$ cat src/rtl/ed25519_pkg.sv
// ed25519_pkg: register map, ID constants, control/status bit positions and FSM state type
// shared by the Ed25519 signer front end and its engine.
package ed25519_pkg;
    localparam logic [7:0] ADDR_NAME0    = 8'h00;
    localparam logic [7:0] ADDR_NAME1    = 8'h01;
    localparam logic [7:0] ADDR_VERSION  = 8'h02;
    localparam logic [7:0] ADDR_CTRL     = 8'h08;
    localparam logic [7:0] ADDR_STATUS   = 8'h09;
    localparam logic [7:0] ADDR_SECRET0  = 8'h10;
    localparam logic [7:0] ADDR_SECRET7  = 8'h17;
    localparam logic [7:0] ADDR_PUBLIC0  = 8'h20;
    localparam logic [7:0] ADDR_PUBLIC7  = 8'h27;
    localparam logic [7:0] ADDR_MESSAGE0 = 8'h30;
    localparam logic [7:0] ADDR_MESSAGE7 = 8'h37;
    localparam logic [7:0] ADDR_R0       = 8'h40;
    localparam logic [7:0] ADDR_R7       = 8'h47;
    localparam logic [7:0] ADDR_S0       = 8'h50;
    localparam logic [7:0] ADDR_S7       = 8'h57;

    localparam logic [31:0] CORE_NAME0   = 32'h65643235;
    localparam logic [31:0] CORE_NAME1   = 32'h35313920;
    localparam logic [31:0] CORE_VERSION = 32'h31333337;

    localparam int CTRL_START_BIT   = 0;
    localparam int STATUS_READY_BIT = 0;
    localparam int STATUS_DONE_BIT  = 1;
    localparam int ENGINE_LATENCY   = 50;

    typedef enum logic {ST_IDLE, ST_BUSY} state_t;

    // Each 256-bit operand occupies an 8-word aligned block.
    function automatic logic in_block(input logic [7:0] addr, input logic [7:0] base);
        return addr[7:3] == base[7:3];
    endfunction
endpackage

$ cat src/rtl/ed25519_sign_engine.sv
// ed25519_sign_engine: behavioural stand-in for the signing arithmetic; fixed latency,
// deterministic R/S derived from the operands so the front end can be exercised.
module ed25519_sign_engine
    import ed25519_pkg::*;
(
    input  logic         clk,
    input  logic         rst,
    input  logic         start,
    input  logic [255:0] secret,
    input  logic [255:0] public,
    input  logic [255:0] message,
    output logic         done_pulse,
    output logic [255:0] r,
    output logic [255:0] s
);
    logic [5:0]   cnt_q, cnt_d;
    logic [255:0] r_q, r_d, s_q, s_d, x;

    // s is kept below 2^252 so it is always reduced mod L.
    always_comb begin
        x     = public ^ message;
        cnt_d = start ? 6'(ENGINE_LATENCY) : (cnt_q != 6'd0 ? cnt_q - 6'd1 : cnt_q);
        r_d   = start ? secret + message : r_q;
        s_d   = start ? {4'b0, x[251:0] ^ {248'b0, x[255:252]}} : s_q;
    end

    always_ff @(posedge clk or negedge rst) begin
        if (!rst) begin
            cnt_q <= '0;
            r_q   <= '0;
            s_q   <= '0;
        end else begin
            cnt_q <= cnt_d;
            r_q   <= r_d;
            s_q   <= s_d;
        end
    end

    assign done_pulse = cnt_q == 6'd1;
    assign r          = r_q;
    assign s          = s_q;
endmodule

$ cat src/rtl/ed25519_sign_core.sv
// ed25519_sign_core: register-bus front end and start/done control for the Ed25519 signer.
module ed25519_sign_core
    import ed25519_pkg::*;
(
    input  logic        clk,
    input  logic        rst,
    input  logic        cs,
    input  logic        we,
    input  logic [7:0]  address,
    input  logic [31:0] write_data,
    output logic [31:0] read_data,
    output logic        error
);
    state_t            state_q, state_d;
    logic              start_q, start_d, done_q, done_d;
    logic [7:0][31:0]  secret_q, secret_d, public_q, public_d, message_q, message_d;
    logic [7:0][31:0]  r_q, r_d, s_q, s_d;
    logic [255:0]      eng_r, eng_s;
    logic              eng_done, busy, err, wr, go;
    logic [31:0]       rd;
    logic [2:0]        idx;

    assign busy = state_q == ST_BUSY;
    assign idx  = address[2:0];

    always_comb begin
        rd  = '0;
        err = 1'b0;
        if (address == ADDR_NAME0) begin
            rd  = CORE_NAME0;
            err = we;
        end else if (address == ADDR_NAME1) begin
            rd  = CORE_NAME1;
            err = we;
        end else if (address == ADDR_VERSION) begin
            rd  = CORE_VERSION;
            err = we;
        end else if (address == ADDR_CTRL) begin
            rd  = '0;
        end else if (address == ADDR_STATUS) begin
            rd[STATUS_READY_BIT] = !busy;
            rd[STATUS_DONE_BIT]  = done_q;
            err = we;
        end else if (in_block(address, ADDR_SECRET0)) begin
            rd  = secret_q[idx];
            err = we && busy;
        end else if (in_block(address, ADDR_PUBLIC0)) begin
            rd  = public_q[idx];
            err = we && busy;
        end else if (in_block(address, ADDR_MESSAGE0)) begin
            rd  = message_q[idx];
            err = we && busy;
        end else if (in_block(address, ADDR_R0)) begin
            rd  = r_q[idx];
            err = we;
        end else if (in_block(address, ADDR_S0)) begin
            rd  = s_q[idx];
            err = we;
        end else begin
            err = 1'b1;
        end
    end

    assign error     = cs && err;
    assign read_data = (cs && !err) ? rd : '0;
    assign wr        = cs && we && !err;
    assign go        = wr && address == ADDR_CTRL && write_data[CTRL_START_BIT] && !busy;

    always_comb begin
        secret_d  = secret_q;
        public_d  = public_q;
        message_d = message_q;
        if (wr && in_block(address, ADDR_SECRET0))  secret_d[idx]  = write_data;
        if (wr && in_block(address, ADDR_PUBLIC0))  public_d[idx]  = write_data;
        if (wr && in_block(address, ADDR_MESSAGE0)) message_d[idx] = write_data;
        state_d = state_q;
        start_d = 1'b0;
        done_d  = done_q;
        r_d     = r_q;
        s_d     = s_q;
        if (go) begin
            state_d = ST_BUSY;
            start_d = 1'b1;
            done_d  = 1'b0;
        end else if (busy && eng_done) begin
            state_d = ST_IDLE;
            done_d  = 1'b1;
            r_d     = eng_r;
            s_d     = eng_s;
        end
    end

    always_ff @(posedge clk or negedge rst) begin
        if (!rst) begin
            state_q   <= ST_IDLE;
            start_q   <= 1'b0;
            done_q    <= 1'b0;
            secret_q  <= '0;
            public_q  <= '0;
            message_q <= '0;
            r_q       <= '0;
            s_q       <= '0;
        end else begin
            state_q   <= state_d;
            start_q   <= start_d;
            done_q    <= done_d;
            secret_q  <= secret_d;
            public_q  <= public_d;
            message_q <= message_d;
            r_q       <= r_d;
            s_q       <= s_d;
        end
    end

    ed25519_sign_engine u_engine (
        .clk        (clk),
        .rst        (rst),
        .start      (start_q),
        .secret     (secret_q),
        .public     (public_q),
        .message    (message_q),
        .done_pulse (eng_done),
        .r          (eng_r),
        .s          (eng_s)
    );
endmodule

$ cat config.mk
export PLATFORM = sky130hd
export DESIGN_NAME = ed25519_sign_core
export DESIGN_NICKNAME = d
export VERILOG_FILES = /design/src/rtl/ed25519_pkg.sv /design/src/rtl/ed25519_sign_engine.sv /design/src/rtl/ed25519_sign_core.sv
export SDC_FILE = /design/constraint.sdc
export NUM_CORES = 2
export LEC_CHECK = 0
export CORE_MARGIN = 2
export CORE_UTILIZATION = 45
export CTS_BUF_LIST = sky130_fd_sc_hd__clkbuf_16
export DETAILED_ROUTE_END_ITERATION = 10
export RECOVER_POWER = 25
export SLEW_MARGIN = 10
export SYNTH_ARGS = -nofsm -noshare
export SYNTH_HDL_FRONTEND = slang
export SYNTH_SLANG_ARGS = --single-unit
$ cat constraint.sdc
create_clock -name clk -period 12.12 [get_ports clk]
set_input_delay 1.818 -clock clk [delete_from_list [all_inputs] [get_ports clk]]
set_output_delay 1.818 -clock clk [all_outputs]
set_load 0.01 [all_outputs]
Yosys cells after proc, flatten, opt, wreduce, memory -nomap -nowiden:

Index checks and enable logic that the tools add are counted.

* flip-flop bits (word level): 1793
* latch bits: 0
* RAM bits: 0
* memory bits (read-only): 0
* bits of input ports: 44
* output and inout port bits: 33
* word-level logic and storage cells: 127
* memories kept: 0

* $add $sub $neg: 2
* multipliers: 0
* divide/modulo/power cells: 0
* magnitude comparators: 2
* equal/unequal tests: 10
* shift operators: 0
* mux-type cells: 44
* bitwise gates (word level): 3
* reductions and logical operators: 20

Operator list (number)
* bitwise mux 256 bit: 3
* two-way mux 32 bit: 16
* binary-select mux 32 bit (select 3 bit): 5
* adder 256 bit: 1
* XOR 256 bit: 1
* XOR 252 x 4 -> 252 bit: 1
* demux 32 bit (select 3 bit): 1
* two-way mux 30 bit: 1
* equality test 8 x 4 -> 1 bit, second input constant: 2
* two-way mux 1 bit: 15
* logical AND 1 bit: 13
* two-way mux 6 bit: 2
* equality test 5 x 3 -> 1 bit, second input constant: 2
* equality test 5 x 4 -> 1 bit, second input constant: 2
* equality test 8 x 1 -> 1 bit, second input constant: 1
* equality test 8 x 2 -> 1 bit, second input constant: 1
* zero test 8 bit: 1
* equality test 6 x 1 -> 1 bit, second input constant: 1
* nonzero test 6 bit: 1
* subtractor 6 x 1 -> 6 bit, second input constant: 1
* equality test 5 x 2 -> 1 bit, second input constant: 1
* less-than comparator 3 x 4 -> 1 bit, second input constant: 1
* nonzero test 2 bit: 2
* >= comparator 3 x 1 -> 1 bit, second input constant: 1
* 4 further kinds: 5

Depth between registers and ports, before layout:

* depth after elaboration: 18
* gate-level depth with buffers: 16
* mapped depth without buffers: 16

Hierarchy:

From an unflattened synthesis, not the netlist that was laid out.

* cells, all modules: 8770
* area, all modules: 99730.6 um2

Modules (own cells, without submodules)
* ed25519_sign_core: times used 1, cells an instance 3834, area an instance 59128.0 um2
* ed25519_sign_engine: times used 1, cells an instance 4936, area an instance 40602.7 um2

Worst setup path after synthesis:

Ideal clock, no wire load.

* kind: input to output
* start: input address[0]
* end: output read_data[9]
* data arrival time: 4759 ps
* required time: 10302 ps
* slack: 5543 ps
* stages on the path: 11
* path buffers: 6
* cell sequence: buf_2 -> buf_2 -> buf_2 -> buf_1 -> clkbuf_1 -> buf_2 -> mux4_2 -> mux2i_1 -> o22ai_1 -> nor4_1 -> nor2_1

* word-level cells in the longest chain between the ends: 13
* elaborated cells between the ends (all ways): 33

RTL lines
* start: declaration: RTL line ed25519_sign_core.sv:9 `input logic [7:0] address,`
* binary-select mux 32 bit (select 3 bit): RTL line ed25519_sign_core.sv:57 `rd = s_q[idx];`
* two-way mux 32 bit (not written as such): RTL line ed25519_sign_core.sv:57
* two-way mux 32 bit: RTL line ed25519_sign_core.sv:56 `end else if (in_block(address, ADDR_S0)) begin`
* two-way mux 32 bit: RTL line ed25519_sign_core.sv:53 `end else if (in_block(address, ADDR_R0)) begin`
* two-way mux 32 bit: RTL line ed25519_sign_core.sv:50 `end else if (in_block(address, ADDR_MESSAGE0)) begin`
* two-way mux 32 bit: RTL line ed25519_sign_core.sv:47 `end else if (in_block(address, ADDR_PUBLIC0)) begin`
* two-way mux 32 bit: RTL line ed25519_sign_core.sv:44 `end else if (in_block(address, ADDR_SECRET0)) begin`
* two-way mux 30 bit: RTL line ed25519_sign_core.sv:40 `end else if (address == ADDR_STATUS) begin`
* two-way mux 32 bit: RTL line ed25519_sign_core.sv:38 `end else if (address == ADDR_CTRL) begin`
* two-way mux 32 bit: RTL line ed25519_sign_core.sv:35 `end else if (address == ADDR_VERSION) begin`
* two-way mux 32 bit: RTL line ed25519_sign_core.sv:32 `end else if (address == ADDR_NAME1) begin`
* two-way mux 32 bit: RTL line ed25519_sign_core.sv:29 `if (address == ADDR_NAME0) begin`
* two-way mux 32 bit (*): RTL line ed25519_sign_core.sv:65 `assign read_data = (cs && !err) ? rd : '0;`
* end: declaration: RTL line ed25519_sign_core.sv:11 `output logic [31:0] read_data,`

Every way passes the cells marked *; elsewhere a longest branch is shown, timed or not. The select of a mux whose other input is x is not followed.

==> out/summary.txt <==
largest net degree at the start of global routing - 194
vias per cell - 6.58
count of unique library cells instantiated by Yosys - 94
number of max-cap violations - 4
clk slew on worst S/H paths - 0.06 ns
drt pass-1 iters - 8
first-pass GRT wire length - 617000 um
number of CTS-inserted buffers - 191
sw power - 3.09 mW
crit path capture type - asynchronous set/reset pin
Sw Ratio - 25.0%
placed cells - 10800
Ports - 77
Combinational Power Share - 5.2%
Worst R2R Path Depth - 16
Synth Flop Type - dfrtp_1
Total Wirelength - 458000 um
Die Ht - 468 um
wire per inst - 41.0 um
H-tree Lvls - 4
Synth async-reset ratio - 100%
placed inst area - 101000 um^2
worst-path fanout max - 98
Routability Congestion - 1.10
Final Max Tran Viols - 308
P_int - 9.29 mW
clock tree buffer depth - 3
clk_skew - 0.0580 ns
die area - 219000 um^2
Hold Vio Cnt, Final - 0
port buffer count - 76
CP Class - input pin to asynchronous set/reset pin
CTS Hold Buffers Added - 0
sequential power share - 49.0%
fill count - 19100
vias in the first global route - 71900
critical path required time - 13.02 ns
Post-CTS Setup Inserts - 0
worst r2r src - message_q[50]
Initial Util - 45.2%
layout cells sized above 1 - 28.8%
top cell type by total area after synthesis - dfrtp_1
Synth Net Count - 8567
Worst Setup Start Kind - input pin
post-detail-place hpwl - 357000 um
Synth Cell Area - 97100 um^2
Vias - 73600
Setup-failing EPs final - 0
Max-slew headroom - -385%
status - finished, violations left
Starting DRT DRC Count - 8606
drc violations - 0
synth cell count leaders - 1793 x dfrtp_1, 1508 x mux2_2, 779 x a21oi_1
Chip Width - 468 um
Ys Warns - 0
# clock sinks - 1793
leak pwr - 49.4 nW
Total GRT Usage - 41.4%
pwr dens - 116 nW/um^2
initial antenna violation count - 65
CP startpoint - rst
Hold Crit Class - register to register
most common cell in the netlist - dfrtp_1
Final Cycle Share - 72.0%
CTS tree - done
failing checks - capacitance limit, slew limit
sequential element share of the synthesized area - 46.2%
Final nets - 8471
Seq cells post-synth - 1793
cts repair resizes - 0
critical path endpoint - secret_q[69]
worst slew pin tran - 7.28 ns
final std cells w/o fill - 11200
final instance area - 107000 um^2
area grow syn2layout - 10.2%
Final ANT Viol Nets - 0
Tmin final - 8.73 ns
top post-synthesis cells by area - dfrtp_1 46%, mux2_2 17%, mux4_2 8.5%
gr ovfl total - 0
CP arrival - 9.63 ns
post-synth top area share - 46.2%
R2R Setup Slk - 4.84 ns
Fin Setup TNS - 0 ns
Worst-Skew Late Latency - 0.87 ns
syn avg cell area - 11.7 um^2
cell count after synthesis - 8265
Clk pwr share - 45.8%
row count - 170
Core Box Area - 215000 um^2
Clk Tree Root Cell - clkbuf_16
Post-synth EDFFs - 0
RSZ-0062 raised after global routing - no
Peak VDD IR - 137 uV
Fmax - 0.115 GHz
reg2reg end - u_engine.r[227]
-- power by group through the flow --
stage	clock [mW]	combinational (mW)	sequential, mW
after floorplan	0	0.328	6.15
after detailed placement	0	0.642	6.17
after global routing	5.99	0.681	6.06
after CTS	5.74	0.644	6.06
final	5.67	0.641	6.07
after global placement	0	0.635	6.17
-- registers in the layout (all words and copies together), names as in the netlist --
| name | count |
|---|---|
| s_q | 252 |
| done_q | 1 |
| start_q | 1 |
| u_engine.s | 252 |
| u_engine.r | 256 |
| u_engine.cnt_q | 6 |
| secret_q | 256 |
| busy | 1 |
| message_q | 256 |
| r_q | 256 |
| public_q | 256 |
-- per-layer routing --
layer / part of all wire [%] / GRT usage (%)
met1: 39 / 53.4
met3: 8.8 / 10.6
met4: 8.2 / 28.0
met5: 0.045 / 0
met2: 44 / 61.5
-- critical path: stages --
cell and delay (ns):
clkbuf_1 4.95, clkbuf_2 2.00, buf_4 0.73
-- cell usage in the layout, fill, tap and decap left out, types with 191 or more instances in the layout --
cell type and count:
xnor2_1 412, dfrtp_1 1793, nor2_1 600, ha_1 257, o21ai_0 308, a21oi_1 776, clkbuf_16 191, mux2_2 1508
nand2_1 442, mux4_2 366
-- area by class of cell --
type / count / area [um^2] / share of cell area [%]
Sequential cell: 1793 / 44900 / 41.9
Tap cell: 2838 / 3550 / 3.32
Clock inverter: 156 / 1170 / 1.10
Multi-Input combinational cell: 5834 / 50000 / 46.7
Inverter: 116 / 437 / 0.408
Clock buffer: 191 / 4780 / 4.47
Antenna cell: 20 / 50.0 / 0.0468
Timing Repair Buffer: 233 / 2140 / 2.01
-- per-stage QoR --
| stage | utilization, % | total power, mW | hold WS, ns | setup WS, ns |
|---|---|---|---|---|
| finish | 49.8 | 12.4 | 0.467 | 3.39 |
| global route | 49.8 | 12.7 | 0.490 | 2.25 |
| CTS | 49.8 | 12.4 | 0.476 | 4.13 |
| detailed placement | 47.1 | 6.81 | 0.472 | 4.13 |
| global placement | 47.0 | 6.81 | 0.463 | 4.06 |
| floorplan | - | 6.48 | 0.446 | 5.54 |
-- logic make-up after synthesis --
group / after synthesis / share of synthesized area [%]
and+or+nand+nor: 1528 / 7.03
DFF: 1793 / 46.2
AOI/OAI and AO/OA: 1605 / 9.68
adders and majority gates: 258 / 3.33
buffers and inverters: 638 / 2.54
xor gates and xnor gates: 507 / 4.57
muxes: 1936 / 26.6
-- worst min path at each step --
| stage | start | cells past startpoint | to | slack [ns] |
|---|---|---|---|---|
| floorplan | u_engine.r[43] | 2 | u_engine.r[43] | 0.45 |
| global placement | u_engine.r[194] | 1 | u_engine.r[194] | 0.46 |
| CTS | u_engine.r[238] | 1 | r_q[238] | 0.48 |
| global route | u_engine.r[235] | 1 | r_q[235] | 0.49 |
| detailed placement | u_engine.r[215] | 2 | u_engine.r[215] | 0.47 |
| finish | u_engine.s[237] | 1 | s_q[237] | 0.47 |
Note: power is estimated with default switching activity, not from simulation.
